==> src/rtl/uart_pkg.sv <==
// Shared types and constants for the UART transmitter.
// The PARITY state exists only when UART_TX_PARITY_EN is defined.
package uart_pkg;

    localparam int unsigned PRESCALE_W = 6;

    localparam logic IDLE_LVL  = 1'b1;
    localparam logic START_LVL = 1'b0;
    localparam logic STOP_LVL  = 1'b1;

    typedef enum logic [2:0] {
        IDLE,
        START,
        DATA,
`ifdef UART_TX_PARITY_EN
        PARITY,
`endif
        STOP
    } tx_state_t;

endpackage

==> src/rtl/uart_tx_bit_timer.sv <==
// Bit-period counter: strobes bit_end on the last clk of each bit time.
// It restarts from zero whenever the FSM enters a new state.
module uart_tx_bit_timer
    import uart_pkg::*;
(
    input  logic                  clk,
    input  logic                  rst,
    input  logic                  restart,
    input  logic [PRESCALE_W-1:0] prescale,
    output logic                  bit_end
);

    logic [PRESCALE_W-1:0] cnt_q;

    // prescale arrives already clamped to at least 1
    assign bit_end = (cnt_q == prescale - PRESCALE_W'(1));

    always_ff @(posedge clk) begin
        if (rst || restart || bit_end) begin
            cnt_q <= '0;
        end else begin
            cnt_q <= cnt_q + PRESCALE_W'(1);
        end
    end

endmodule

==> src/rtl/uart_tx.sv <==
// UART transmitter: start, DATA_W bits MSB first, optional parity, stop.
// Parity support is compiled in only when UART_TX_PARITY_EN is defined.
module uart_tx
    import uart_pkg::*;
#(
    parameter int unsigned DATA_W = 8
) (
    input  logic                  clk,
    input  logic                  rst,
    input  logic [DATA_W-1:0]     P_DATA,
    input  logic                  data_valid,
    input  logic                  PAR_EN,
    input  logic                  PAR_TYP,
    input  logic [PRESCALE_W-1:0] prescale,
    output logic                  TX_OUT,
    output logic                  busy,
    output logic                  tx_done
);

    localparam int unsigned CNT_W = (DATA_W > 1) ? $clog2(DATA_W) : 1;
    localparam logic [CNT_W-1:0] LAST = CNT_W'(DATA_W - 1);

    tx_state_t             state_q, state_d;
    logic [DATA_W-1:0]     data_q;
    logic [PRESCALE_W-1:0] ps_q;
    logic [CNT_W-1:0]      bit_cnt_q, bit_cnt_d;
    logic                  tx_q, tx_d;
    logic                  busy_q, done_q;
    logic                  bit_end;
    logic                  restart;
    logic                  accept;

`ifdef UART_TX_PARITY_EN
    logic par_en_q, par_typ_q, par_bit;
    assign par_bit = par_typ_q ? ~^data_q : ^data_q;
`else
    logic unused_par;
    assign unused_par = PAR_EN ^ PAR_TYP;
`endif

    assign accept  = (state_q == IDLE) && data_valid;
    assign restart = (state_q == IDLE) || (state_d != state_q);

    uart_tx_bit_timer u_bit_timer (
        .clk      (clk),
        .rst      (rst),
        .restart  (restart),
        .prescale (ps_q),
        .bit_end  (bit_end)
    );

    always_comb begin
        state_d   = state_q;
        bit_cnt_d = bit_cnt_q;
        case (state_q)
            IDLE:  if (data_valid) state_d = START;
            START: if (bit_end) state_d = DATA;
            DATA: begin
                if (bit_end) begin
                    if (bit_cnt_q == LAST) begin
                        bit_cnt_d = '0;
`ifdef UART_TX_PARITY_EN
                        state_d = par_en_q ? PARITY : STOP;
`else
                        state_d = STOP;
`endif
                    end else begin
                        bit_cnt_d = bit_cnt_q + CNT_W'(1);
                    end
                end
            end
`ifdef UART_TX_PARITY_EN
            PARITY: if (bit_end) state_d = STOP;
`endif
            STOP:  if (bit_end) state_d = IDLE;
            default: state_d = IDLE;
        endcase
    end

    // Line level is decoded from the next state so TX_OUT stays a pure flop.
    always_comb begin
        tx_d = IDLE_LVL;
        case (state_d)
            IDLE:   tx_d = IDLE_LVL;
            START:  tx_d = START_LVL;
            DATA:   tx_d = data_q[LAST - bit_cnt_d];
`ifdef UART_TX_PARITY_EN
            PARITY: tx_d = par_bit;
`endif
            STOP:   tx_d = STOP_LVL;
            default: tx_d = IDLE_LVL;
        endcase
    end

    always_ff @(posedge clk) begin
        if (rst) begin
            state_q   <= IDLE;
            bit_cnt_q <= '0;
            tx_q      <= IDLE_LVL;
            busy_q    <= 1'b0;
            done_q    <= 1'b0;
        end else begin
            state_q   <= state_d;
            bit_cnt_q <= bit_cnt_d;
            tx_q      <= tx_d;
            busy_q    <= (state_d != IDLE);
            done_q    <= (state_q == STOP) && bit_end;
        end
    end

    always_ff @(posedge clk) begin
        if (rst) begin
            data_q    <= '0;
            ps_q      <= '0;
`ifdef UART_TX_PARITY_EN
            par_en_q  <= 1'b0;
            par_typ_q <= 1'b0;
`endif
        end else if (accept) begin
            data_q    <= P_DATA;
            ps_q      <= (prescale == '0) ? PRESCALE_W'(1) : prescale;
`ifdef UART_TX_PARITY_EN
            par_en_q  <= PAR_EN;
            par_typ_q <= PAR_TYP;
`endif
        end
    end

    assign TX_OUT  = tx_q;
    assign busy    = busy_q;
    assign tx_done = done_q;

endmodule

==> config.mk <==
export PLATFORM = sky130hd
export DESIGN_NAME = uart_tx
export DESIGN_NICKNAME = d
export VERILOG_FILES = /design/src/rtl/uart_pkg.sv /design/src/rtl/uart_tx_bit_timer.sv /design/src/rtl/uart_tx.sv
export SDC_FILE = /design/constraint.sdc
export NUM_CORES = 1
export LEC_CHECK = 0
export ABC_AREA = 1
export CAP_MARGIN = 15
export CORE_MARGIN = 2
export CORE_UTILIZATION = 42
export CTS_CLUSTER_DIAMETER = 100
export DETAILED_ROUTE_END_ITERATION = 16
export GPL_TIMING_DRIVEN = 0
export PLACE_DENSITY_LB_ADDON = 0.3
export SETUP_SLACK_MARGIN = 0.05
export SYNTH_ARGS = -nofsm -noshare
export SYNTH_HDL_FRONTEND = slang
export SYNTH_SLANG_ARGS = --single-unit
==> constraint.sdc <==
create_clock -name clk -period 2.1 [get_ports clk]
set_input_delay 0.42 -clock clk [delete_from_list [all_inputs] [get_ports clk]]
set_output_delay 0.42 -clock clk [all_outputs]
set_load 0.01 [all_outputs]
# After elaboration in Yosys (flattened, before gate mapping)
# Index checks and enable logic that the tools add are counted.
word_totals:
  wordCells: 42
  reg_bits: 29
  input_bits: 19
op_classes:
  addsub: 4
  reduce_logical: 8
  muxes: 13
  order_cmp: 1
  eq_ne: 8
ops:
  columns: ["cell", "n"]
  rows:
  - ["two-way mux 3 bit", 8]
  - ["case mux 3 bit (4 select lines)", 1]
  - ["equality test 3 x 2 -> 1 bit, second input constant", 3]
  - ["adder 6 x 1 -> 6 bit, second input constant", 1]
  - ["equality test 3 x 1 -> 1 bit, second input constant", 2]
  - ["equality test 6 bit", 1]
  - ["zero test 6 bit", 1]
  - ["two-way mux 6 bit", 1]
  - ["subtractor 6 x 1 -> 6 bit, second input constant", 1]
  - ["less-than comparator 3 x 4 -> 1 bit, second input constant", 1]
  - ["adder 3 x 1 -> 3 bit, second input constant", 1]
  - ["binary-select mux 1 bit (select 3 bit)", 1]
  - ["equality test 3 bit, second input constant", 1]
  - ["zero test 3 bit", 1]
  - ["logical OR 1 bit", 3]
  - ["inequality test 3 bit", 1]
  - ["nonzero test 3 bit", 1]
  - ["subtractor 3 bit, first input constant", 1]
  - ["logical AND 1 bit", 2]
  - ["case mux 1 bit (2 select lines)", 1]
  - ["two-way mux 1 bit", 1]

# Longest topological paths before layout
# Gate-level depths: netlist of run 1.
depth:
  depth_word: 8
  mapped_depth: 18
  ltp_nobuf: 18

# Hierarchy
# Synthesis of run 1 repeated with hierarchy kept, for this count alone.
unflattened:
  hier_cells: 216
  area_unflattened_um2: 1570.3
modules_own_cells:
  columns: ["mod", "instances", "cells_each", "area_per_inst_um2", "seq_area_each_um2"]
  rows:
  - ["uart_tx", 1, 140, 1103.6, 460.4]
  - ["uart_tx_bit_timer", 1, 76, 466.7, 120.1]

# Worst setup path after synthesis of run 1
# No wires, ideal clock.
synth_path:
  kind: "reg2reg"
  start: "reg ps_q[0]"
  end: "reg tx_q (netlist: TX_OUT)"
  n_path_buf: 0
  path_stages_with_launch: 18
  required_ps: 1981
  synth_period_minus_slack_ps: 1890
  setup_ps: 119
  path_slack_ps: 210
  arrival_ps: 1771
  cell_sequence: "dfxtp_1 > inv_2 > ha_1 > inv_1 > nand2_1 > nand2_1 > nor2_4 > nand3_1 > nor2_2 > nand3_2 > nand2_1 > nand2_2 > inv_2 > nand3_1 > nand3_1 > nand2_1 > nand2_1 > nand3_2"
synth_via:
  elab_chain_len: 8
  word_cells_on_any_way: 14
  cone_classes: "add/sub (2); eq/ne (3); mux (9)"
synth_lines:
  columns: ["item", "line", "source"]
  rows:
  - ["start, declared", "uart_tx.sv:25", "logic [PRESCALE_W-1:0] ps_q;"]
  - ["start signal, assigned", "uart_tx.sv:121", "ps_q <= (prescale == '0) ? PRESCALE_W'(1) : prescale;"]
  - ["subtractor 6 x 1 -> 6 bit *", "uart_tx_bit_timer.sv:16", "assign bit_end = (cnt_q == prescale - PRESCALE_W'(1));"]
  - ["equality test 6 bit *", "uart_tx_bit_timer.sv:16", null]
  - ["two-way mux 3 bit", "uart_tx.sv:59", "if (bit_end) begin"]
  - ["two-way mux 3 bit", "uart_tx.sv:55", "case (state_q)"]
  - ["subtractor 3 bit", "uart_tx.sv:86", "DATA: tx_d = data_q[LAST - bit_cnt_d];"]
  - ["binary-select mux 1 bit (select 3 bit)", "uart_tx.sv:86", null]
  - ["two-way mux 1 bit (not written as such)", "uart_tx.sv:86", null]
  - ["case mux 1 bit (2 select lines) *", "uart_tx.sv:83", "case (state_d)"]
  - ["end signal, assigned", "uart_tx.sv:105", "tx_q <= tx_d;"]
  - ["end, declared", "uart_tx.sv:27", "logic tx_q, tx_d;"]
# Mark *: on every way between the ends. The rest lies on a longest branch, timed or not. The select of a mux whose other input is x is not followed.
# A chain may end at the register's enable or synchronous reset.

# Worst setup path after layout of run 1
# Same ends and word-level chain as after synthesis.

==> out/metrics.yaml, run 1 <==
clk_pin_slew_worst_paths_ns: 0.09
start_util_pct: 44.9
cp.required_ns: 2.33
mappedNetlistArea_sq_um: 1540
grt_max_degree: 11
r2r_start: "ps_q[0]"
peakVddDrop_uv: 407
numCtsBuffers: 5
synth_cells: 223
slowest_stage: "dfxtp_4"
leakage_nw: 0.814
p_per_area_nw_per_um2: 573
post-place-ws_ns: -0.0492
clockBufferDepth: 2
finalCritPeriodShare_pct: 93.7
finalHoldViolCount: 0
slowest_delay_ns: 0.39
cp-startpoint: "ps_q[0]"
seq_area_sq_um: 586
max_freq_ghz: 0.508
worstHoldPathType: "register to register"
post_dp_cell_area_sq_um: 1770
grt_pass1_wl_mm: 5.50
grt_antenna_before_repair: 0
ys_async_sr_fraction_pct: 0
drtIter0Drc: 26
fillers: 332
drv_slew: 0
drv_cap: 0
dr.pass1.iters: 4
n_antenna_cell: 0
worstSetupPathType: "register to register"
crit_chain: "inv_6, ha_4, inv_2, nand2_2, nand2_2, nor2_4, nand3_2, nor2_2, nand3_2, nand2_4, nand2_4, nand2_1, nand3_1, nand3_1, nand2_1, nand2_1, nand3_2"
core_area_sq_um: 3420
nets: 275
dpl.hpwl_mm: 2.28
grt_pass1_vias: 1321
yosysWarnings: 0
rsz0062_at_grt: "yes"
multi_input_area_sq_um: 883
tns_ns: 0
std_cell_rows: 21
power_mw: 1.09
cts.sinks: 29
route.antenna.remaining_nets: 0
synthTopCellsByArea: "dfxtp_1, nand2_1, nand3_1"
setup_slack_ns: 0.132
worstSkewPairLatency_ns: 0.33
drcViolationCount: 0
cts_max_level: 2
synth_flop_cell: "dfxtp_1"
synth.largest_area_cell: "dfxtp_1"
synth-edff-count: 0
place_congestion: 0.832
status: "completed"
design_area_sq_um: 1900
overflow: 0
ys_seq_elements: 29
fp.dieH_microns: 64.5
endpoint_kind: "register"
ios: 22
avgSynthCellArea_sq_um: 6.88
yosysUniqueCellTypes: 26
areaGrowthSynthToFinish_pct: 24.0
cp_max_fo: 5
io_buffers: 18
cts_tree: "done"
wire_per_inst_microns: 10.1
hp-start: "data_q[3]"
die_w_microns: 64.5
syn_nets: 246
fin_crit_ns: 1.97
grtUsageTotal_pct: 17.0
seq_area_frac_synth_pct: 37.8
dieArea_sq_um: 4160
cts_root_buf: "clkbuf_4"
finalWirelength_mm: 2.99
worstPathArrival_ns: 2.20
rrSetupSlack_ns: 0.13
start_kind: "register"
post-synth-top-count-cell: "nand2_1"
vias: 1410
viasPerCell: 4.75
synth_top_area_share_pct: 37.8
synthTopCellsByCount: "nand2_1, dfxtp_1, nand3_1"
clock_skew_ns: 0.00731
drive_gt1_share_pct: 19.9
setup_viol: 0
==> area by class of cell <==
cell class | instances | area share, %
Inverter | 27 | 5.58
Tap cell | 46 | 3.02
Clock inverter | 1 | 0.263
Multi-Input combinational cell | 163 | 46.4
Sequential cell | 29 | 30.7
Timing Repair Buffer | 22 | 11.2
Buffer | 4 | 0.788
Clock buffer | 5 | 1.97
==> per-layer routing <==
metal	vias up	track usage (%)	share of wire, %
li1	766	-	-
met3	7	4.34	5.2
met4	0	8.78	2.3
met5	-	0	0
met2	32	26.7	42
met1	605	21.5	50
==> cells by family after synthesis <==
logic type	after synthesis	share of synthesized area, %
and+or+nand+nor	133	42.3
buffers and inverters	31	7.58
DFF	29	37.8
AOI/OAI and AO/OA	24	8.23
adders and majority gates	4	3.26
xor gates and xnor gates	1	0.571
other	1	0.244
==> sequential cells by signal, summed over array words and instances (netlist names) <==
register,flops
data_q,8
ps_q,6
u_bit_timer.cnt_q,6
bit_cnt_q,3
state_q,3
TX_OUT,1
busy,1
tx_done,1
==> cells in the final DEF (no fill, tap or decap), drive strengths merged, types with 4 or more instances in the layout <==
master / n
nand2: 79
dfxtp: 29
nand3: 27
inv: 26
nor2: 21
clkdlybuf4s50: 18
a21oi: 16
clkbuf: 9
o21ai: 7
ha: 4
buf: 4
==> metrics by stage <==
stage | util (%) | hold slack [ns] | cells
finish | 55.8 | 0.471 | 297
global route | 55.8 | 0.497 | 297
CTS | 53.7 | 0.471 | 293
detailed placement | 51.9 | 0.458 | 287
global placement | 51.9 | 0.453 | 287
floorplan | - | 0.430 | 223
==> report_power, final <==
group,leakage [nW],switching (mW),total (mW),internal (mW)
logic,0.550,0.112,0.201,0.0887
registers,0.238,0.0163,0.586,0.570
clock network,0.0269,0.189,0.305,0.116
total,0.814,0.318,1.09,0.774
==> what timing repair did <==
item,in CTS,in global routing
pin swaps,1,12
resized for setup,4,13
endpoints found under the hold margin,0,0
endpoints found under the setup margin,1,1
buffers inserted,0,4
hold buffers,0,0
==> worst max-delay path: cells and delay by family (launching register included) <==
kind | cells | cell delay (ns)
simple gates | 14 | 1.13
flops | 1 | 0.39
fa+ha+maj | 1 | 0.27
buf+inv | 2 | 0.08
==> worst paths after layout <==
path                                  end  cells after the start
worst max-delay path               TX_OUT                     17
worst min-delay path            data_q[3]                      2
worst max register to register     TX_OUT                     17
worst min register to register  data_q[3]                      2
(Power assumes the default switching activity.)
==> inputs of run 2 (changes only) <==
--- a/config.mk
+++ b/config.mk
@@ -12,7 +12,9 @@
 export CTS_CLUSTER_DIAMETER = 100
 export DETAILED_ROUTE_END_ITERATION = 16
 export GPL_TIMING_DRIVEN = 0
+export HOLD_SLACK_MARGIN = 0.1
 export PLACE_DENSITY_LB_ADDON = 0.3
+export RECOVER_POWER = 100
 export SETUP_SLACK_MARGIN = 0.05
 export SYNTH_ARGS = -nofsm -noshare
 export SYNTH_HDL_FRONTEND = slang
==> out/metrics.yaml, run 2 (synthesis results as in run 1) <==
numCtsBuffers: 5  # unchanged
clockBufferDepth: 2  # unchanged
whs_endpoint: "data_q[3]"
hp-start: "data_q[3]"
cp.buffers_inverters: 2  # unchanged
cts_root_buf: "clkbuf_4"
finalNonFillerCells: 297  # unchanged
slowest_delay_ns: 0.39  # about the same
layout_commonest_cell: "nand2_1"
power.switching_uw: 319  # +0.53%
grt_pass1_wl_mm: 5.50  # unchanged
finalHoldViolCount: 0  # unchanged
worstSetupPathType: "register to register"
drv_cap: 0  # unchanged
wire_per_inst_microns: 10.1  # +0.43%
std_cell_rows: 21  # unchanged
dr.pass1.iters: 4  # unchanged
r2r_start: "ps_q[0]"
crit_chain: "inv_6, ha_4, inv_2, nand2_2, nand2_2, nor2_4, nand3_2, nor2_2, nand3_2, nand2_4, nand2_4, nand2_1, nand3_1, nand3_1, nand2_1, nand2_1, nand3_2"
finalWirelength_mm: 3.01  # +0.43%
p_seq_share_pct: 53.6  # about the same
largestRegisters: "data_q: 8 flops, ps_q: 6 flops, u_bit_timer.cnt_q: 6 flops"
clockPowerShare_pct: 28.0  # about the same
reg2regPathDepth: 17  # unchanged
cts_tree: "done"
areaGrowthSynthToFinish_pct: 23.7
finalCritPeriodShare_pct: 93.5  # -0.18 points
dpl.hpwl_mm: 2.28  # unchanged
drive_gt1_share_pct: 19.1  # -0.80 points
final_cell_mix: "nand2_1, dfxtp_1, inv_1, nand3_1, nor2_1"
slowest_stage: "dfxtp_4"
place_congestion: 0.832  # unchanged
endpoint_kind: "register"
postLayoutCoreUtil_pct: 55.6  # -0.15 points
drtIter0Drc: 31  # +19%
p_per_area_nw_per_um2: 575  # +0.36%
swShare_pct: 29.2  # +0.12 points
regMostFlops: "data_q"
max_freq_ghz: 0.509  # +0.20%
critical-path-top-delay-family: "simple AND/OR/NAND/NOR gates"
internal-power_uw: 774  # about the same
holdPathStages: 2  # unchanged
combPwrFrac_pct: 18.3  # about the same
fin_crit_ns: 1.96  # -0.00383 ns
vias: 1412  # +0.14%
cp.required_ns: 2.33  # about the same
grt_max_degree: 11  # unchanged
start_util_pct: 44.9  # unchanged
dieArea_sq_um: 4160  # unchanged
cts_max_level: 2  # unchanged
fp.dieH_microns: 64.5  # unchanged
rrSetupSlack_ns: 0.14  # about the same
cts.sinks: 29  # unchanged
clock_skew_ns: 0.00890  # +0.00159 ns
leakage_nw: 0.818  # +0.47%
drcViolationCount: 0  # unchanged
worstSkewPairLatency_ns: 0.34  # about the same
die_w_microns: 64.5  # unchanged
worstPathArrival_ns: 2.20  # about the same
overflow: 0  # unchanged
setup_viol: 0  # unchanged
ios: 22  # unchanged
clk_pin_slew_worst_paths_ns: 0.09  # about the same
nets: 275  # unchanged
cp-startpoint: "ps_q[0]"
largest_register_ff_count: 8  # unchanged
grt_antenna_before_repair: 0  # unchanged
io_buffers: 18  # unchanged
cp_max_fo: 5  # unchanged
drv_slew: 0  # unchanged
peakVddDrop_uv: 407  # about the same
start_kind: "register"
n_antenna_cell: 0  # unchanged
status: "completed"
core_area_sq_um: 3420  # unchanged
grt_pass1_vias: 1321  # unchanged
post-place-ws_ns: -0.0492  # unchanged
route.antenna.remaining_nets: 0  # unchanged
rsz0062_at_grt: "yes"
viasPerCell: 4.75  # +0.14%
power_mw: 1.09  # +0.10%
worstHoldPathType: "register to register"
reg2reg_to: "TX_OUT"
place_inst: 287  # unchanged
setup_slack_ns: 0.136  # +0.00383 ns
grtUsageTotal_pct: 17.0  # unchanged
[run 2: stage by stage]
| stage | setup TNS, ns | hold slack (ns) | area, sq um |
|---|---|---|---|
| after floorplan | 0 | 0.430 | 1540 |
| after global placement | -0.0331 | 0.453 | 1770 |
| after detailed placement | -0.0492 | 0.458 | 1770 |
| after CTS | 0 | 0.471 | 1830 |
| after global routing | 0 | 0.497 | 1900 |
| final | 0 | 0.471 | 1900 |
[run 2: power groups by stage]
stage	Combinational, mW	Clock, mW	Sequential [mW]
floorplan	0.127	0	0.595
global placement	0.181	0	0.597
detailed placement	0.184	0	0.597
CTS	0.190	0.316	0.585
global route	0.229	0.336	0.589
finish	0.200	0.307	0.586
[run 2: worst max path at each step]
stage | slack [ns] | cells after the start | to
finish | 0.14 | 17 | TX_OUT
floorplan | 0.21 | 17 | TX_OUT
detailed placement | -0.05 | 17 | TX_OUT
global placement | -0.03 | 17 | TX_OUT
global route | 0.01 | 17 | TX_OUT
CTS | 0.05 | 17 | TX_OUT
[run 2: timing repair]
action	in CTS	in global routing
hold buffers	0	0
hold endpoints to repair	0	0
resized for setup	4	13
setup endpoints to repair	1	1
pin swaps	1	12
buffers inserted	0	4
[run 2: tightest hold or removal path, stage by stage, from the launching register on]
cell,delay [ns]
dfxtp_1,0.32
nand2_1,0.06
a21oi_1,0.05
[run 2: layer usage]
layer | up-vias | routed length [microns] | part of all wire [%] | GRT usage (%)
li1 | 765 | - | - | -
met1 | 610 | 1530 | 51 | 21.5
met2 | 30 | 1260 | 42 | 26.7
met3 | 7 | 141 | 4.7 | 4.34
met4 | 0 | 72 | 2.4 | 8.78
met5 | - | 0 | 0 | 0
[run 2: layout make-up]
type | instances | area, sq um
well taps | 46 | 57.6
clock buffers | 5 | 37.5
clock inverters | 1 | 5.00
plain buffers | 4 | 15.0
multi-input cells | 163 | 878
repair buffers | 22 | 214
inverters | 27 | 106
flip-flops and latches | 29 | 586
fillers | 333 | 1520
